File: src/rtl/layer_sequencer.sv
// Layer sequencer: walks every neuron of one fully-connected layer through
// clear, operand streaming, MAC drain, activation and result handoff.
module layer_sequencer #(
    parameter int unsigned N_INPUTS  = 8,
    parameter int unsigned N_NEURONS = 4,
    parameter int unsigned MAC_LAT   = 2,
    parameter int unsigned IDX_W     = 8
) (
    input  logic             clk,
    input  logic             reset,
    input  logic             start,
    input  logic             abort,
    input  logic             out_ready,
    output logic             ag_rst,
    output logic             ag_read,
    output logic             alu_rst,
    output logic             alu_acc,
    output logic             act_en,
    output logic             out_valid,
    output logic [IDX_W-1:0] neuron_idx,
    output logic [IDX_W-1:0] input_idx,
    output logic             busy,
    output logic             done
);

    localparam int unsigned DRAIN_W = (MAC_LAT > 1) ? $clog2(MAC_LAT) : 1;

    localparam logic [IDX_W-1:0]   INPUT_LAST  = IDX_W'(N_INPUTS - 1);
    localparam logic [IDX_W-1:0]   NEURON_LAST = IDX_W'(N_NEURONS - 1);
    localparam logic [DRAIN_W-1:0] DRAIN_LAST  = DRAIN_W'((MAC_LAT > 0) ? MAC_LAT - 1 : 0);

    typedef enum logic [2:0] {
        S_IDLE  = 3'd0,
        S_CLEAR = 3'd1,
        S_ACCUM = 3'd2,
        S_DRAIN = 3'd3,
        S_ACT   = 3'd4,
        S_WRITE = 3'd5,
        S_DONE  = 3'd6
    } state_t;

    state_t             state, state_d;
    logic [IDX_W-1:0]   neuron_d, input_d;
    logic [DRAIN_W-1:0] drain_cnt, drain_d;

    logic ag_rst_d, ag_read_d, alu_rst_d, alu_acc_d;
    logic act_en_d, out_valid_d, busy_d, done_d;

    // Next-state and counter update; abort overrides every normal transition.
    always_comb begin
        state_d  = state;
        neuron_d = neuron_idx;
        input_d  = input_idx;
        drain_d  = drain_cnt;

        case (state)
            S_IDLE: begin
                neuron_d = '0;
                input_d  = '0;
                drain_d  = '0;
                if (start) begin
                    state_d = S_CLEAR;
                end
            end
            S_CLEAR: begin
                input_d = '0;
                state_d = S_ACCUM;
            end
            S_ACCUM: begin
                if (input_idx == INPUT_LAST) begin
                    input_d = '0;
                    drain_d = '0;
                    state_d = (MAC_LAT > 0) ? S_DRAIN : S_ACT;
                end else begin
                    input_d = input_idx + IDX_W'(1);
                end
            end
            S_DRAIN: begin
                if (drain_cnt == DRAIN_LAST) begin
                    drain_d = '0;
                    state_d = S_ACT;
                end else begin
                    drain_d = drain_cnt + DRAIN_W'(1);
                end
            end
            S_ACT: begin
                state_d = S_WRITE;
            end
            S_WRITE: begin
                if (out_ready) begin
                    if (neuron_idx == NEURON_LAST) begin
                        state_d = S_DONE;
                    end else begin
                        neuron_d = neuron_idx + IDX_W'(1);
                        state_d  = S_CLEAR;
                    end
                end
            end
            S_DONE: begin
                neuron_d = '0;
                state_d  = S_IDLE;
            end
            default: begin
                neuron_d = '0;
                input_d  = '0;
                drain_d  = '0;
                state_d  = S_IDLE;
            end
        endcase

        if (abort && (state != S_IDLE)) begin
            state_d  = S_IDLE;
            neuron_d = '0;
            input_d  = '0;
            drain_d  = '0;
        end
    end

    // Strobe decode of the upcoming state, so the strobes register alongside it.
    always_comb begin
        ag_rst_d    = 1'b0;
        ag_read_d   = 1'b0;
        alu_rst_d   = 1'b0;
        alu_acc_d   = 1'b0;
        act_en_d    = 1'b0;
        out_valid_d = 1'b0;
        busy_d      = 1'b1;
        done_d      = 1'b0;

        case (state_d)
            S_IDLE: begin
                ag_rst_d  = 1'b1;
                alu_rst_d = 1'b1;
                busy_d    = 1'b0;
            end
            S_CLEAR: begin
                ag_rst_d  = 1'b1;
                alu_rst_d = 1'b1;
            end
            S_ACCUM: begin
                ag_read_d = 1'b1;
                alu_acc_d = 1'b1;
            end
            S_ACT:   act_en_d    = 1'b1;
            S_WRITE: out_valid_d = 1'b1;
            S_DONE:  done_d      = 1'b1;
            default: ;
        endcase
    end

    // State, counters and registered strobes.
    always_ff @(posedge clk) begin
        if (reset) begin
            state      <= S_IDLE;
            neuron_idx <= '0;
            input_idx  <= '0;
            drain_cnt  <= '0;
            ag_rst     <= 1'b1;
            ag_read    <= 1'b0;
            alu_rst    <= 1'b1;
            alu_acc    <= 1'b0;
            act_en     <= 1'b0;
            out_valid  <= 1'b0;
            busy       <= 1'b0;
            done       <= 1'b0;
        end else begin
            state      <= state_d;
            neuron_idx <= neuron_d;
            input_idx  <= input_d;
            drain_cnt  <= drain_d;
            ag_rst     <= ag_rst_d;
            ag_read    <= ag_read_d;
            alu_rst    <= alu_rst_d;
            alu_acc    <= alu_acc_d;
            act_en     <= act_en_d;
            out_valid  <= out_valid_d;
            busy       <= busy_d;
            done       <= done_d;
        end
    end

endmodule

File: config.mk
export PLATFORM = sky130hd
export DESIGN_NAME = layer_sequencer
export DESIGN_NICKNAME = d
export VERILOG_FILES = /design/src/rtl/layer_sequencer.sv
export SDC_FILE = /design/constraint.sdc
export NUM_CORES = 1
export LEC_CHECK = 0
export ABC_CLOCK_PERIOD_IN_PS = 4550
export BUFFER_PORTS_ARGS = -buffer_cell sky130_fd_sc_hd__buf_2
export CORE_MARGIN = 4
export CORE_UTILIZATION = 40
export CTS_BUF_LIST = sky130_fd_sc_hd__clkbuf_4 sky130_fd_sc_hd__clkbuf_8
export CTS_CLUSTER_DIAMETER = 100
export CTS_CLUSTER_SIZE = 14
export DETAILED_ROUTE_END_ITERATION = 10
export GPL_TIMING_DRIVEN = 0
export PLACE_DENSITY = 0.7
export RECOVER_POWER = 100
export SYNTH_ARGS = -nofsm -noshare
export SYNTH_HDL_FRONTEND = slang
export SYNTH_SLANG_ARGS = --single-unit
File: constraint.sdc
create_clock -name clk -period 4.55 [get_ports clk]
set_input_delay 0.455 -clock clk [delete_from_list [all_inputs] [get_ports clk]]
set_output_delay 0.455 -clock clk [all_outputs]
set_load 0.005 [all_outputs]
==> metrics.md <==
| Metric | Value |
|---|---|
| Largest net degree at the start of global routing | `15` |
| Core ar. | `3130 um^2` |
| Antenna viol nets, final | `0` |
| Num CTS Buffers | `3` |
| Synth Area per Inst | `8.61 um^2` |
| Top-count cell post-synth | `dfxtp_1` |
| Final Hold Fails | `0` |
| Dominant cell type by area after synthesis | `dfxtp_1` |
| Leak Pwr | `0.550 nW` |
| RSZ-0062 raised after global routing | `no` |
| Vias in the first global route | `1216` |
| Clock Tree Root | `clkbuf_4` |
| Met3 usage | `2.72%` |
| First-pass GRT wire length | `5.40 mm` |
| PostCTS Resize Cnt | `0` |
| Worst Path Required | `4.79 ns` |
| PwrDens | `271 nW/um^2` |
| Status | `finished, final reports clean` |
| Top cells by count, synth | `dfxtp_1 (26), a21oi_1 (15), nand2_1 (10)` |
| Post-CTS Hold Buffers | `0` |
| YS warnings | `0` |
| Final Max Slew Viols | `0` |
| Die Ht | `66.0 um` |
| CTS sink cnt | `26` |
| Layout cell share with drive strength beyond 1 | `16.0%` |
| Crit share post-route | `48.8%` |
| Remaining global-route overflow | `0` |
| Remaining DRCs | `0` |
| Initial antenna violation count | `0` |
| Max Freq | `450 MHz` |
| Mapped Area | `1340 um^2` |
| Area Growth Syn to Fin | `13.1%` |
| Worst slew margin | `48.5%` |
| CP Capture Type | `flop` |
| DPL Wire Length | `2.42 mm` |
| Post-Route Utilization | `48.6%` |
| VDD IR-drop max | `0.147 mV` |
| CP Launch Type | `flop` |
| Starting density of the core | `43.0%` |
| Setup Skew | `0.0102 ns` |
| Crit path DAT | `2.46 ns` |
| DR iter-0 viols | `33` |
| Seq/Total Area, Yosys | `38.7%` |
| First drt pass iteration count | `4` |
| Crit-path max FO | `10` |
| Placed cell count | `228` |
| Syn_nets | `163` |
| Wire per inst | `13.7 um` |
| Final wirelength | `3.18 mm` |
| Setup TNS | `0 ns` |
| Fillers | `315` |
| R2R setup slack | `2.33 ns` |
| GRT busiest layer | `met2` |
| Number of nets in the layout | `196` |
| Die X-Extent | `66.0 um` |
| Insertion delay to the later sink of the worst-skew pair | `0.33 ns` |
| CTS Buffer Depth | `2` |
| Synth unique cells | `46` |
| MaxCap Viol Count | `0` |
| Routability cong. | `0.882` |
| DR vias/cell | `5.56` |
| N_diodes | `0` |
| Min Tclk post-route | `2.22 ns` |
| GRT met1 Usage | `20.0%` |
| Crit path kind | `reg2reg` |
| Non-filler cells, final | `232` |
| Top cell type's share of synthesized area | `38.7%` |
| Async S/R FF share, synth | `0%` |
| Main synth FF type | `dfxtp_1` |
| Flops & latches, synth | `26` |
| EDFF count, synth | `0` |
| Clock-pin slew on the worst setup and hold paths | `0.13 ns` |
| Port bufs | `28` |
| Number of setup buffers added after CTS | `0` |
| GRT Util Overall | `15.6%` |
| DR vias | `1291` |
| TritonCTS clock tree | `yes` |
| Die area | `4350 um^2` |
| Placement Rows | `20` |
| Met2 usage | `26.7%` |
| Hold WC Path Type | `in2reg` |
| Synth Instances | `156` |
| Synth area leaders | `dfxtp_1 (39%), a21oi_1 (5.6%), nand3_1 (3.4%)` |
| Worst Max-Slew Pin Slew | `0.767 ns` |
| H-tree depth | `1` |
| Setup Viol. Count Final | `0` |
| Ports | `29` |
## flip-flops by register name (all words and copies together) (netlist names)
signal	count
busy	1
act_en	1
state	3
out_valid	1
neuron_idx	8
input_idx	8
alu_rst	1
drain_cnt	1
done	1
alu_acc	1
## layout by cell type, fill, tap and decap left out, drive strengths merged, types with 2 or more instances in the layout
cell type / count
dfxtp: 26
buf: 21
clkbuf: 17
a21oi: 15
nand2: 10
o21ai: 10
nand3: 9
nor2: 9
nor3: 8
inv: 7
or3: 6
a31oi: 5
or4: 4
a211oi: 4
and3: 3
o31ai: 3
xnor2: 2
or2: 2
a21o: 2
and2: 2
a2111oi: 2
nand3b: 2
ha: 2
## critical path: stages (launching register included)
cell and delay [ns]:
dfxtp_1 0.44, clkbuf_1 0.36, inv_1 0.15, nor3_1 0.67, a2111oi_0 0.31, and3_1 0.21
## worst paths after layout
path	endpoint	depth (start not counted)	from
setup / recovery	alu_acc	5	state[1]
hold reg to reg	neuron_idx[7]	2	neuron_idx[7]
setup reg to reg	alu_acc	5	state[1]
hold / removal	state[1]	2	reset
## layer usage
layer,up-vias,part of all wire (%)
li1,645,-
met1,612,45
met2,29,48
met3,5,5.3
met4,0,1.3
met5,-,0
## cell families (layout without fill, tap and decap cells)
logic type,count (synthesis),after routing,share of synthesized area [%]
xor gates and xnor gates,2,2,1.30
muxes,1,1,0.745
buffers and inverters,13,45,4.75
and+or+nand+nor,64,64,29.0
AOI/OAI and AO/OA,48,48,23.7
adders and majority gates,2,2,1.86
DFF,26,26,38.7
## through the flow
stage	instance area, um^2	power (mW)	worst slack, ns	hold slack, ns
3_3_place_gp	1540	0.298	2.74	0.469
4_1_cts	1580	0.419	2.65	0.352
5_1_grt	1520	0.433	2.14	0.348
3_5_place_dp	1540	0.301	2.68	0.492
2_1_floorplan	1340	0.282	2.93	0.462
6_report	1520	0.412	2.33	0.363
## power breakdown
| part | switching, mW | internal, mW | total (mW) |
|---|---|---|---|
| registers | 0.00489 | 0.233 | 0.238 |
| clock network | 0.0704 | 0.0491 | 0.120 |
| logic | 0.0332 | 0.0211 | 0.0543 |
| total | 0.109 | 0.304 | 0.412 |
## layout make-up
class	count	area, um^2	area share [%]
buffer	6	35.0	2.30
timing repair buffer	28	126	8.31
sequential	26	520	34.2
clock buffer	4	36.3	2.39
inverter	7	26.3	1.73
tap	44	55.1	3.62
multi-input combinational	117	721	47.4
(Power assumes the default switching activity.)
